File: config.mk
export PLATFORM = sky130hd
export DESIGN_NAME = demux1_2_pipe
export DESIGN_NICKNAME = d
export VERILOG_FILES = /design/src/rtl/demux1_2_pipe.sv
export SDC_FILE = /design/constraint.sdc
export NUM_CORES = 1
export LEC_CHECK = 0
export BUFFER_PORTS_ARGS = -buffer_cell sky130_fd_sc_hd__buf_2
export CAP_MARGIN = 25
export CELL_PAD_IN_SITES_DETAIL_PLACEMENT = 0
export CELL_PAD_IN_SITES_GLOBAL_PLACEMENT = 2
export CORE_AREA = 2 2 173 175
export DETAILED_ROUTE_END_ITERATION = 10
export DIE_AREA = 0 0 175 177
export GPL_TIMING_DRIVEN = 0
export HOLD_SLACK_MARGIN = 0.05
export PLACE_DENSITY = 0.91
export SYNTH_ARGS = -nofsm -noshare
export SYNTH_HDL_FRONTEND = slang
export SYNTH_SLANG_ARGS = --single-unit
File: constraint.sdc
create_clock -name clk -period 3.1 [get_ports clk]
set_input_delay 0.62 -clock clk [delete_from_list [all_inputs] [get_ports clk]]
set_output_delay 0.62 -clock clk [all_outputs]
set_load 0.02 [all_outputs]
File: src/rtl/demux1_2_pipe.sv
// Registered 1-to-2 demux: in_sel steers each accepted beat into one of two 2-entry FIFOs.
// Latency: a beat accepted at edge k is visible at outN in cycle k+1 (no comb in->out path).
// Backpressure: in_ready = !full of the selected channel (registered occupancy only, no pass-through).
// Ports:
//   clk, reset_n                    - clock, async active-low reset (discards all queued beats)
//   in_valid/in_ready/in_sel/in_data - input stream, in_sel picks channel 0 or 1
//   outN_valid/outN_ready/outN_data  - per-channel output stream, data is the FIFO head
//   cnt0, cnt1                       - wrapping count of beats delivered per channel
module demux1_2_pipe #(
  parameter int WIDTH = 64,
  parameter int CNT_W = 8
) (
  input  logic             clk,
  input  logic             reset_n,
  input  logic             in_valid,
  output logic             in_ready,
  input  logic             in_sel,
  input  logic [WIDTH-1:0] in_data,
  output logic             out0_valid,
  input  logic             out0_ready,
  output logic [WIDTH-1:0] out0_data,
  output logic             out1_valid,
  input  logic             out1_ready,
  output logic [WIDTH-1:0] out1_data,
  output logic [CNT_W-1:0] cnt0,
  output logic [CNT_W-1:0] cnt1
);

  // Per-channel state, index 0/1 = channel.
  logic [WIDTH-1:0] mem    [2][2];
  logic             wr_ptr [2];
  logic             rd_ptr [2];
  logic [1:0]       occ    [2];
  logic [CNT_W-1:0] cnt    [2];

  logic       accept;
  logic [1:0] push;
  logic [1:0] pop;
  logic [1:0] out_valid;
  logic [1:0] out_ready;

  assign out_ready = {out1_ready, out0_ready};

  // A full channel refuses the push even if it pops this cycle.
  assign in_ready = in_sel ? (occ[1] != 2'd2) : (occ[0] != 2'd2);
  assign accept   = in_valid && in_ready;
  assign push[0]  = accept && !in_sel;
  assign push[1]  = accept &&  in_sel;

  assign out_valid[0] = (occ[0] != 2'd0);
  assign out_valid[1] = (occ[1] != 2'd0);
  assign pop          = out_valid & out_ready;

  always_ff @(posedge clk or negedge reset_n) begin
    if (!reset_n) begin
      for (int c = 0; c < 2; c++) begin
        mem[c][0] <= '0;
        mem[c][1] <= '0;
        wr_ptr[c] <= 1'b0;
        rd_ptr[c] <= 1'b0;
        occ[c]    <= 2'd0;
        cnt[c]    <= '0;
      end
    end else begin
      for (int c = 0; c < 2; c++) begin
        if (push[c]) begin
          mem[c][wr_ptr[c]] <= in_data;
          wr_ptr[c]         <= ~wr_ptr[c];
        end
        if (pop[c]) begin
          rd_ptr[c] <= ~rd_ptr[c];
          cnt[c]    <= cnt[c] + CNT_W'(1);
        end
        // Push+pop together leaves occupancy unchanged.
        occ[c] <= occ[c] + {1'b0, push[c]} - {1'b0, pop[c]};
      end
    end
  end

  assign out0_valid = out_valid[0];
  assign out1_valid = out_valid[1];
  assign out0_data  = mem[0][rd_ptr[0]];
  assign out1_data  = mem[1][rd_ptr[1]];
  assign cnt0       = cnt[0];
  assign cnt1       = cnt[1];

endmodule

# --- Yosys cells after proc, flatten, opt, wreduce, memory -nomap -nowiden ---
# Cells that the tools add are included.
classes:
  order_cmp: 6
  addsub: 6
  bitwise: 9
  n_reduce_logical: 8
  shift: 0
  n_eq_ne: 2
  mul: 0
  div: 0
  muxes: 13
ops:
  columns: ["op", "count"]
  rows:
  - ["$mux 64", 8]
  - ["$bwmux 128", 2]
  - ["$demux 64 s1", 2]
  - ["$add 8x1->8 const B", 2]
  - ["$ge 2x2->1 const B", 4]
  - ["$not 1->2", 4]
  - ["$logic_and 1x1->1", 5]
  - ["$add 2x1->2", 2]
  - ["$lt 2x1->1 const B", 2]
  - ["$ne 2x2->1 const B", 2]
  - ["$not 1->1", 4]
  - ["$reduce_bool 2->1", 2]
  - ["$sub 2x1->2", 2]
  - ["$and 2x2->2", 1]
  - ["$logic_not 1->1", 1]
  - ["$mux 1", 1]
totals:
  regBits: 280
  wordCells: 56
  in_bits: 70
  latch_bits: 0
  output_inout_bits: 147
  memories: 0
  ram_bits: 0
  mem_bits_ro: 0

# --- Longest topological paths before layout ---
# Gate-level depths: netlist (run 1).
depth:
  word_depth: 6
  mapped_depth: 7
  depth_no_buf: 7

# --- Worst setup path before layout (run 1) ---
# OpenSTA, ideal clock, no wires.
synth_path:
  path_type: "register -> output"
  startpoint: "register rd_ptr[1] (netlist bit)"
  endpoint: "output out0_data[0]"
  setup_slack_ns: 1.218
  t_arrival_ns: 1.262
  path_buffers: 2
  stages_incl_launch_ff: 4
  required_ns: 2.480
  path_cell_list: "dfrtp_1 -> clkbuf_1 -> buf_2 -> mux2_2"
synth_via:
  elab_chain_len: 4
synth_lines:
  columns: ["element", "line", "rtl"]
  rows:
  - ["start: declaration", "32", "logic rd_ptr [2];"]
  - ["start signal: indexed assignment", "71", "rd_ptr[c] <= ~rd_ptr[c];"]
  - ["$not 1->2 (implied by the code)", "82", "assign out0_data = mem[0][rd_ptr[0]];"]
  - ["$mux 64 (implied by the code) (3 in series)", "82", null]
  - ["end: declaration", "21", "output logic [WIDTH-1:0] out0_data,"]
# Every way passes these cells. The select of a mux whose other input is x is not followed.

# --- Worst setup path after layout (run 1) ---
layout_path:
  startpoint: "register rd_ptr[0] (netlist bit)"
  endpoint: "output out1_data[8]"
layout_via:
  elab_chain_len: 4
layout_lines:
  columns: ["element", "line", "rtl"]
  rows:
  - ["$not 1->2 (implied by the code)", "83", "assign out1_data = mem[1][rd_ptr[1]];"]
  - ["$mux 64 (implied by the code) (3 in series)", "83", null]
  - ["end: declaration", "24", "output logic [WIDTH-1:0] out1_data,"]
# Every way passes these cells. The select of a mux whose other input is x is not followed.

==> results.sh, run 1 <==
export IMPL_worstSetupPathType="flip-flop to output pin"
export IMPL_fillerInstances=2534
export IMPL_grt_use_total_pct=18.1
export IMPL_clock_fmax_ghz=0.359
export IMPL_final_layout_size_suffix_gt1_share_pct=65.0
export IMPL_syn_mean_instance_area_um2=15.9
export IMPL_worstReg2RegStart="occ[3]"
export IMPL_die_x_um=175
export IMPL_switching_share_pct=36.1
export IMPL_p_clk_share_pct=19.5
export IMPL_met3WireLength_um=1900
export IMPL_powerDensity_mw_per_mm2=1230
export IMPL_rows=63
export IMPL_grt_pass1_wl_um=44200
export IMPL_p_total_mw=18.5
export IMPL_antenna_found_initial=4
export IMPL_port_buffers=216
export IMPL_wl_met2_um=13000
export IMPL_gr_total_overflow=0
export IMPL_p_leak_nw=7.07
export IMPL_boundaryPins=217
export IMPL_area_growth_syn_to_layout_pct=21.5
export IMPL_r2r_setup_slack_ns=0.92
export IMPL_cp_required_ns=2.48
export IMPL_htreeDepth=1
export IMPL_gp_congestion=0.753
export IMPL_relSlewSlack_pct=41.6
export IMPL_syn_area_mm2=0.0124
export IMPL_insertion_delay_ns=0.54
export IMPL_cts_buffers=31
export IMPL_grt_pass1_vias=7690
export IMPL_multi_input_area_mm2=0.00508
export IMPL_finalNonFillerCells=1445
export IMPL_clk_path_buf_depth=3
export IMPL_drt_first_pass_iters=4
export IMPL_path_clk_slew_ns=0.06
export IMPL_ys_seq_area_share_pct=56.7
export IMPL_antenna_left=0
export IMPL_reg2reg_to="mem[225]"
export IMPL_postCtsSetupRepairBufs=0
export IMPL_outcome="completed"
export IMPL_dp_hpwl_um=18700
export IMPL_cp_startpoint="rd_ptr[0]"
export IMPL_cap_violations=0
export IMPL_synth_top_cell_area_share_pct=56.7
export IMPL_cts_tree="built"
export IMPL_reg2reg_depth=4
export IMPL_clock_sinks=280
export IMPL_start_util_pct=42.3
export IMPL_setup_viol=0
export IMPL_period_minus_slack_ns=2.79
export IMPL_power_frac_seq_pct=35.0
export IMPL_power_share_combinational_pct=45.5
export IMPL_via_per_inst=4.96
export IMPL_crit_path_frequent_cell="buf_2"
export IMPL_routed_wl_um=27900
export IMPL_critPathCapture="out1_data[8]"
export IMPL_worst_setup_path_end_kind="output pin"
export IMPL_synth_cell_types=27
export IMPL_ys_top_cells_by_area="dfrtp_1 57%, mux2_2 29%, mux2_4 7.3%, buf_2 1.1%, xnor2_1 1.1%"
export IMPL_drt_met1_wl_um=12500
export IMPL_hold_viol=0
export IMPL_startpoint_type="flip-flop"
export IMPL_register_area_mm2=0.00701
export IMPL_fin_hold_ws_ns=0.341
export IMPL_fin_crit_sh_pct=89.9
export IMPL_intPower_mw=11.8
export IMPL_post_place_cells=1387
export IMPL_synth_cells=779
export IMPL_coreArea_mm2=0.0292
export IMPL_cp_cell_sequence="clkbuf_2 > buf_2 > mux2_2 > buf_2"
export IMPL_maxSlewViolCount=0
export IMPL_drc_errors=0
export IMPL_rsz0062_at_grt="no"
export IMPL_die_area_mm2=0.0310
export IMPL_crit_fanout=10
export IMPL_fin_skew_ns=0.0148
export IMPL_yosysTopAreaCell="dfrtp_1"
export IMPL_syn_num_nets=855
export IMPL_worstMarginPinSlew_ns=0.873
export IMPL_die_height_um=177
export IMPL_cp_data_arrival_time_ns=2.17
export IMPL_avgRoutedWirePerCell_um=19.3
export IMPL_holdCritPathClass="input port to flip-flop"
export IMPL_fin_nets=1107
export IMPL_top_layer="met5"
export IMPL_power_switching_mw=6.67
export IMPL_vias=7164
export IMPL_drtIter0Drc=208
export IMPL_cts_root_buf="clkbuf_16"
export IMPL_slowest_stage="mux2_2"
export IMPL_yosysWarnings=0
export IMPL_synth_seq_cells=280
export IMPL_peakVddDrop_v=0.000712
export IMPL_slowest_delay_ns=0.39
export IMPL_grt_max_degree=120
## worst min path at each step
stage | start | to | slack (ns) | depth (start not counted)
2_1_floorplan | reset_n | cnt0[0] | 0.32 | 0
3_3_place_gp | cnt0[7] | cnt0[7] | 0.45 | 1
3_5_place_dp | cnt0[7] | cnt0[7] | 0.46 | 1
4_1_cts | in_data[37] | mem[229] | 0.31 | 2
5_1_grt | in_data[37] | mem[229] | 0.33 | 2
6_report | in_data[37] | mem[229] | 0.34 | 2
## power by group through the flow
| stage | registers (mW) | logic, mW | clock network, mW |
|---|---|---|---|
| finish | 6.46 | 8.41 | 3.61 |
| global route | 6.73 | 9.02 | 3.88 |
| CTS | 6.46 | 8.56 | 3.72 |
| detailed placement | 6.50 | 8.52 | 0 |
| global placement | 6.42 | 8.41 | 0 |
| floorplan | 6.30 | 6.11 | 0 |
## layer usage
layer  vias to the layer above  GRT usage [%]
li1                       3288              -
met1                      3681           24.8
met2                       165           29.3
met3                        26           4.68
met4                         4           3.82
met5                         -              0
## worst max-delay path, delay by kind of cell, from the launching register on
family	cells	cell delay, ns
buffers and inverters	3	0.89
multiplexers	1	0.39
flip-flops	1	0.34
## metrics by stage
step	cell area, µm²	setup TNS, ns	worst slack (ns)	util, %
2_1_floorplan	12400	0	1.22	-
3_3_place_gp	13900	-1072.15	-3.85	47.6
3_5_place_dp	14000	0	0.458	47.9
4_1_cts	15000	0	0.239	51.4
5_1_grt	15000	0	0.181	51.4
6_report	15000	0	0.312	51.4
## cell type report
cell class / count / area share (%)
antenna: 2 / 0.0333
buffer: 39 / 1.72
clock buffer: 45 / 6.05
clock inverter: 10 / 0.683
inverter: 4 / 0.0999
multi-input combinational: 456 / 33.8
sequential: 280 / 46.6
tap: 390 / 3.25
timing repair buffer: 219 / 7.70
## logic make-up after synthesis
| logic type | synth area share (%) |
|---|---|
| fa+ha+maj | 0.607 |
| compound gates | 0.121 |
| buf+inv | 2.20 |
| mux | 36.8 |
| flops | 56.7 |
| simple gates | 2.02 |
| xor+xnor | 1.56 |
## placed cells by master (no fill, tap or decap), drive strengths merged, types with 6 or more instances in the layout
cell	count
ha	6
clkbuf	49
nor3	6
dfrtp	280
nand2	11
buf	253
xor2	6
mux2	384
xnor2	16
clkinv	7
nand4	7
## synth_stat cells, drive strengths merged
library cell and number:
a21oi 1, and3 2, buf 35, clkbuf 4, dfrtp 280, ha 6, inv 4, mux2 384
nand2 11, nand2b 4, nand3 3, nand4 7, nor2 3, nor2b 2, nor3 6, o21ai 2
or2 2, or3b 1, xnor2 16, xor2 6
## sequential cells by signal (all words and copies together), names as in the netlist
| name | flops |
|---|---|
| cnt0 | 8 |
| cnt1 | 8 |
| occ | 4 |
| mem | 256 |
| wr_ptr | 2 |
| rd_ptr | 2 |
## repair_timing
action | in CTS | in global routing
setup endpoints to repair | 88 | 0
hold buffers | 1 | 0
gates resized for setup | 2 | 0
endpoints found under the hold margin | 60 | 0
Power figures use the tool's default switching activity.
==> run 2, diff against run 1 <==
==> config.mk (replaced) <==
export PLATFORM = sky130hd
export DESIGN_NAME = demux1_2_pipe
export DESIGN_NICKNAME = d
export VERILOG_FILES = /design/src/rtl/demux1_2_pipe.sv
export SDC_FILE = /design/constraint.sdc
export NUM_CORES = 1
export LEC_CHECK = 0
export ABC_AREA = 1
export BUFFER_PORTS_ARGS = -buffer_cell sky130_fd_sc_hd__buf_2
export CAP_MARGIN = 25
export CELL_PAD_IN_SITES_DETAIL_PLACEMENT = 0
export CELL_PAD_IN_SITES_GLOBAL_PLACEMENT = 2
export CORE_AREA = 2 2 195 197
export DETAILED_ROUTE_END_ITERATION = 10
export DIE_AREA = 0 0 197 199
export GPL_TIMING_DRIVEN = 0
export HOLD_SLACK_MARGIN = 0.05
export PLACE_DENSITY = 0.92
export SYNTH_ARGS = -nofsm -noshare
export SYNTH_HDL_FRONTEND = slang
export SYNTH_SLANG_ARGS = --single-unit
==> run 2 against run 1 <==
Against the previous run: combinational power rose by 4.3%; largest cell class unchanged; critical path depth is 1 higher; synthesized cell count increased by 110%.
==> results.sh, run 2 <==
export IMPL_outcome="completed"
export IMPL_post_place_cells=2346
export IMPL_async_reset_ff_share_pct=100
export IMPL_gr_total_overflow=0
export IMPL_drc_errors=0
export IMPL_port_buffers=216
export IMPL_antenna_left=0
export IMPL_antenna_found_initial=1
export IMPL_synth_cell_types=17
export IMPL_fin_skew_ns=0.00850
export IMPL_wl_met2_um=19000
export IMPL_intPower_mw=10.6
export IMPL_synth_edf_count=0
export IMPL_peakVddDrop_v=0.000464
export IMPL_clock_fmax_ghz=0.345
export IMPL_power_frac_seq_pct=32.3
export IMPL_cts_buffers=35
export IMPL_drt_met1_wl_um=19400
export IMPL_cp_cell_sequence="clkbuf_1 > clkbuf_1 > nand2_1 > o21ai_0 > buf_2"
export IMPL_synth_cells=1654
export IMPL_cp_required_ns=2.48
export IMPL_cp_num_buf_inv=3
export IMPL_grt_max_degree=113
export IMPL_holdCritPathClass="input port to asynchronous set/reset pin"
export IMPL_drtIter0Drc=672
export IMPL_cap_violations=0
export IMPL_yosysWarnings=0
export IMPL_via_per_inst=4.71
export IMPL_boundaryPins=217
export IMPL_syn_mean_instance_area_um2=7.98
export IMPL_routed_wl_um=41100
export IMPL_fin_setup_tns_ns=0
export IMPL_die_height_um=199
export IMPL_syn_num_nets=1730
export IMPL_powerDensity_mw_per_mm2=1180
export IMPL_yosysMostFrequentCell="nand2_1"
export IMPL_crit_path_frequent_cell="clkbuf_1"
export IMPL_fin_crit_sh_pct=93.5
export IMPL_avgRoutedWirePerCell_um=17.1
export IMPL_critPathTopFamily="buffers and inverters"
export IMPL_die_x_um=197
export IMPL_largest_reg_flops=256
export IMPL_ys_seq_area_share_pct=53.1
export IMPL_setup_viol=0
export IMPL_switching_share_pct=44.0
export IMPL_slowest_stage="clkbuf_1"
export IMPL_grt_pass1_wl_um=64200
export IMPL_fin_nets=1985
export IMPL_cts_root_buf="clkbuf_16"
export IMPL_placed_cell_area_mm2=0.0149
export IMPL_max_flop_register="mem"
export IMPL_htreeDepth=2
export IMPL_coreArea_mm2=0.0371
export IMPL_worstMarginPinSlew_ns=0.911
export IMPL_grt_use_total_pct=21.3
export IMPL_power_share_combinational_pct=46.3
export IMPL_worst_setup_path_end_kind="output pin"
export IMPL_rows=71
export IMPL_rsz0062_at_grt="no"
export IMPL_p_leak_nw=8.38
export IMPL_final_layout_size_suffix_gt1_share_pct=17.0
export IMPL_worstSetupPathType="flip-flop to output pin"
export IMPL_p_total_mw=19.0
export IMPL_synth_ff_type="dfrtp_1"
export IMPL_fin_hold_ws_ns=0.157
export IMPL_finalNonFillerCells=2406
export IMPL_layout_cells_most_common_list="618 x nand2_1, 280 x dfrtp_1, 264 x buf_2, 257 x o21ai_0, 217 x inv_1"
export IMPL_register_area_mm2=0.00701
export IMPL_power_switching_mw=8.35
export IMPL_path_clk_slew_ns=0.06
export IMPL_synth_seq_cells=280
export IMPL_ys_top_cells_by_area="dfrtp_1 53%, nand2_1 18%, o21ai_0 9.7%, o21bai_1 7.3%, inv_1 6.2%"
export IMPL_clock_sinks=280
export IMPL_drt_first_pass_iters=5
export IMPL_met3WireLength_um=1920
export IMPL_synth_common_cells="618 x nand2_1, 280 x dfrtp_1, 257 x o21ai_0"
export IMPL_area_growth_syn_to_layout_pct=21.9
export IMPL_multi_input_area_mm2=0.00491
export IMPL_cts_tree="built"
export IMPL_yosysTopAreaCell="dfrtp_1"
export IMPL_hold_viol=0
export IMPL_gp_congestion=0.786
export IMPL_dp_hpwl_um=28800
export IMPL_clk_path_buf_depth=3
export IMPL_relSlewSlack_pct=39.2
export IMPL_postCtsSetupRepairBufs=0
export IMPL_vias=11342
export IMPL_syn_area_mm2=0.0132
export IMPL_grt_pass1_vias=11072
export IMPL_die_area_mm2=0.0392
export IMPL_fin_area_mm2=0.0161
export IMPL_period_minus_slack_ns=2.90
export IMPL_p_clk_share_pct=21.4
export IMPL_slowest_delay_ns=0.59
export IMPL_synth_top_cell_area_share_pct=53.1
export IMPL_insertion_delay_ns=0.52
export IMPL_startpoint_type="flip-flop"
export IMPL_start_util_pct=35.5
export IMPL_maxSlewViolCount=0
export IMPL_cp_data_arrival_time_ns=2.28
export IMPL_top_layer="met4"
export IMPL_fillerInstances=3826
export IMPL_final_common_cell="nand2_1"
export IMPL_crit_fanout=10
[run 2: cell count changes after synthesis, sizes merged, moves of 8 or more]
cell	previous run	this run
clkbuf	4	49
nand2	11	618
buf	35	54
nor2	3	11
o21bai	0	128
inv	4	220
xnor2	16	6
mux2	384	0
o21ai	2	257
[run 2: per-layer routing]
| metal | GRT usage [%] | vias to the layer above |
|---|---|---|
| met5 | 0 | - |
| met4 | 5.29 | 0 |
| met3 | 3.19 | 45 |
| met2 | 34.1 | 270 |
| met1 | 30.2 | 5403 |
| li1 | - | 5624 |
[run 2: worst paths after layout]
check	from	end	slack [ns]	cells after the start
setup / recovery	rd_ptr[1]	out0_data[26]	0.20	5
hold / removal	reset_n	mem[71]	0.16	1
setup reg to reg	wr_ptr[0]	mem[45]	0.84	6
hold reg to reg	mem[12]	mem[12]	0.50	2
max in group asynchronous	reset_n	mem[163]	1.89	2
min in group clk	in_data[58]	mem[250]	0.36	3
[run 2: power by group through the flow]
stage | logic [mW] | registers (mW) | clock network (mW)
finish | 8.77 | 6.12 | 4.06
global route | 9.79 | 6.34 | 4.36
CTS | 8.89 | 6.13 | 4.17
detailed placement | 8.84 | 6.18 | 0
global placement | 8.71 | 6.14 | 0
floorplan | 5.57 | 6.10 | 0
[run 2: kinds of logic (layout without fill, tap and decap cells)]
kind of cell    count (synthesis)  count (layout)  share of synthesized area, %
flops                         280             280                          53.1
fa+ha+maj                       6               6                         0.569
simple gates                  645             645                          18.6
other cells                     0               1                             0
buf+inv                       323             600                          9.66
xor+xnor                       14              14                         0.929
compound gates                386             386                          17.1
[run 2: layout make-up]
class	instances	area share, %
flip-flops and latches	280	43.6
clock buffers	50	6.50
well taps	474	3.69
diodes	1	0.0156
repair buffers	218	7.13
multi-input cells	1051	30.6
plain buffers	103	2.82
inverters	220	5.13
clock inverters	9	0.591
[run 2: metrics by stage]
stage / utilization, % / setup WS (ns)
floorplan: - / 1.14
global placement: 40.0 / -4.15
detailed placement: 40.2 / 0.444
CTS: 43.3 / 0.0380
global route: 43.3 / 0.0161
finish: 43.3 / 0.203
[run 2: repair_timing]
action	in CTS	in global routing
hold buffers	0	0
resized for setup	1	2
cloned	0	0
setup endpoints to repair	10	10
pin swaps	0	0
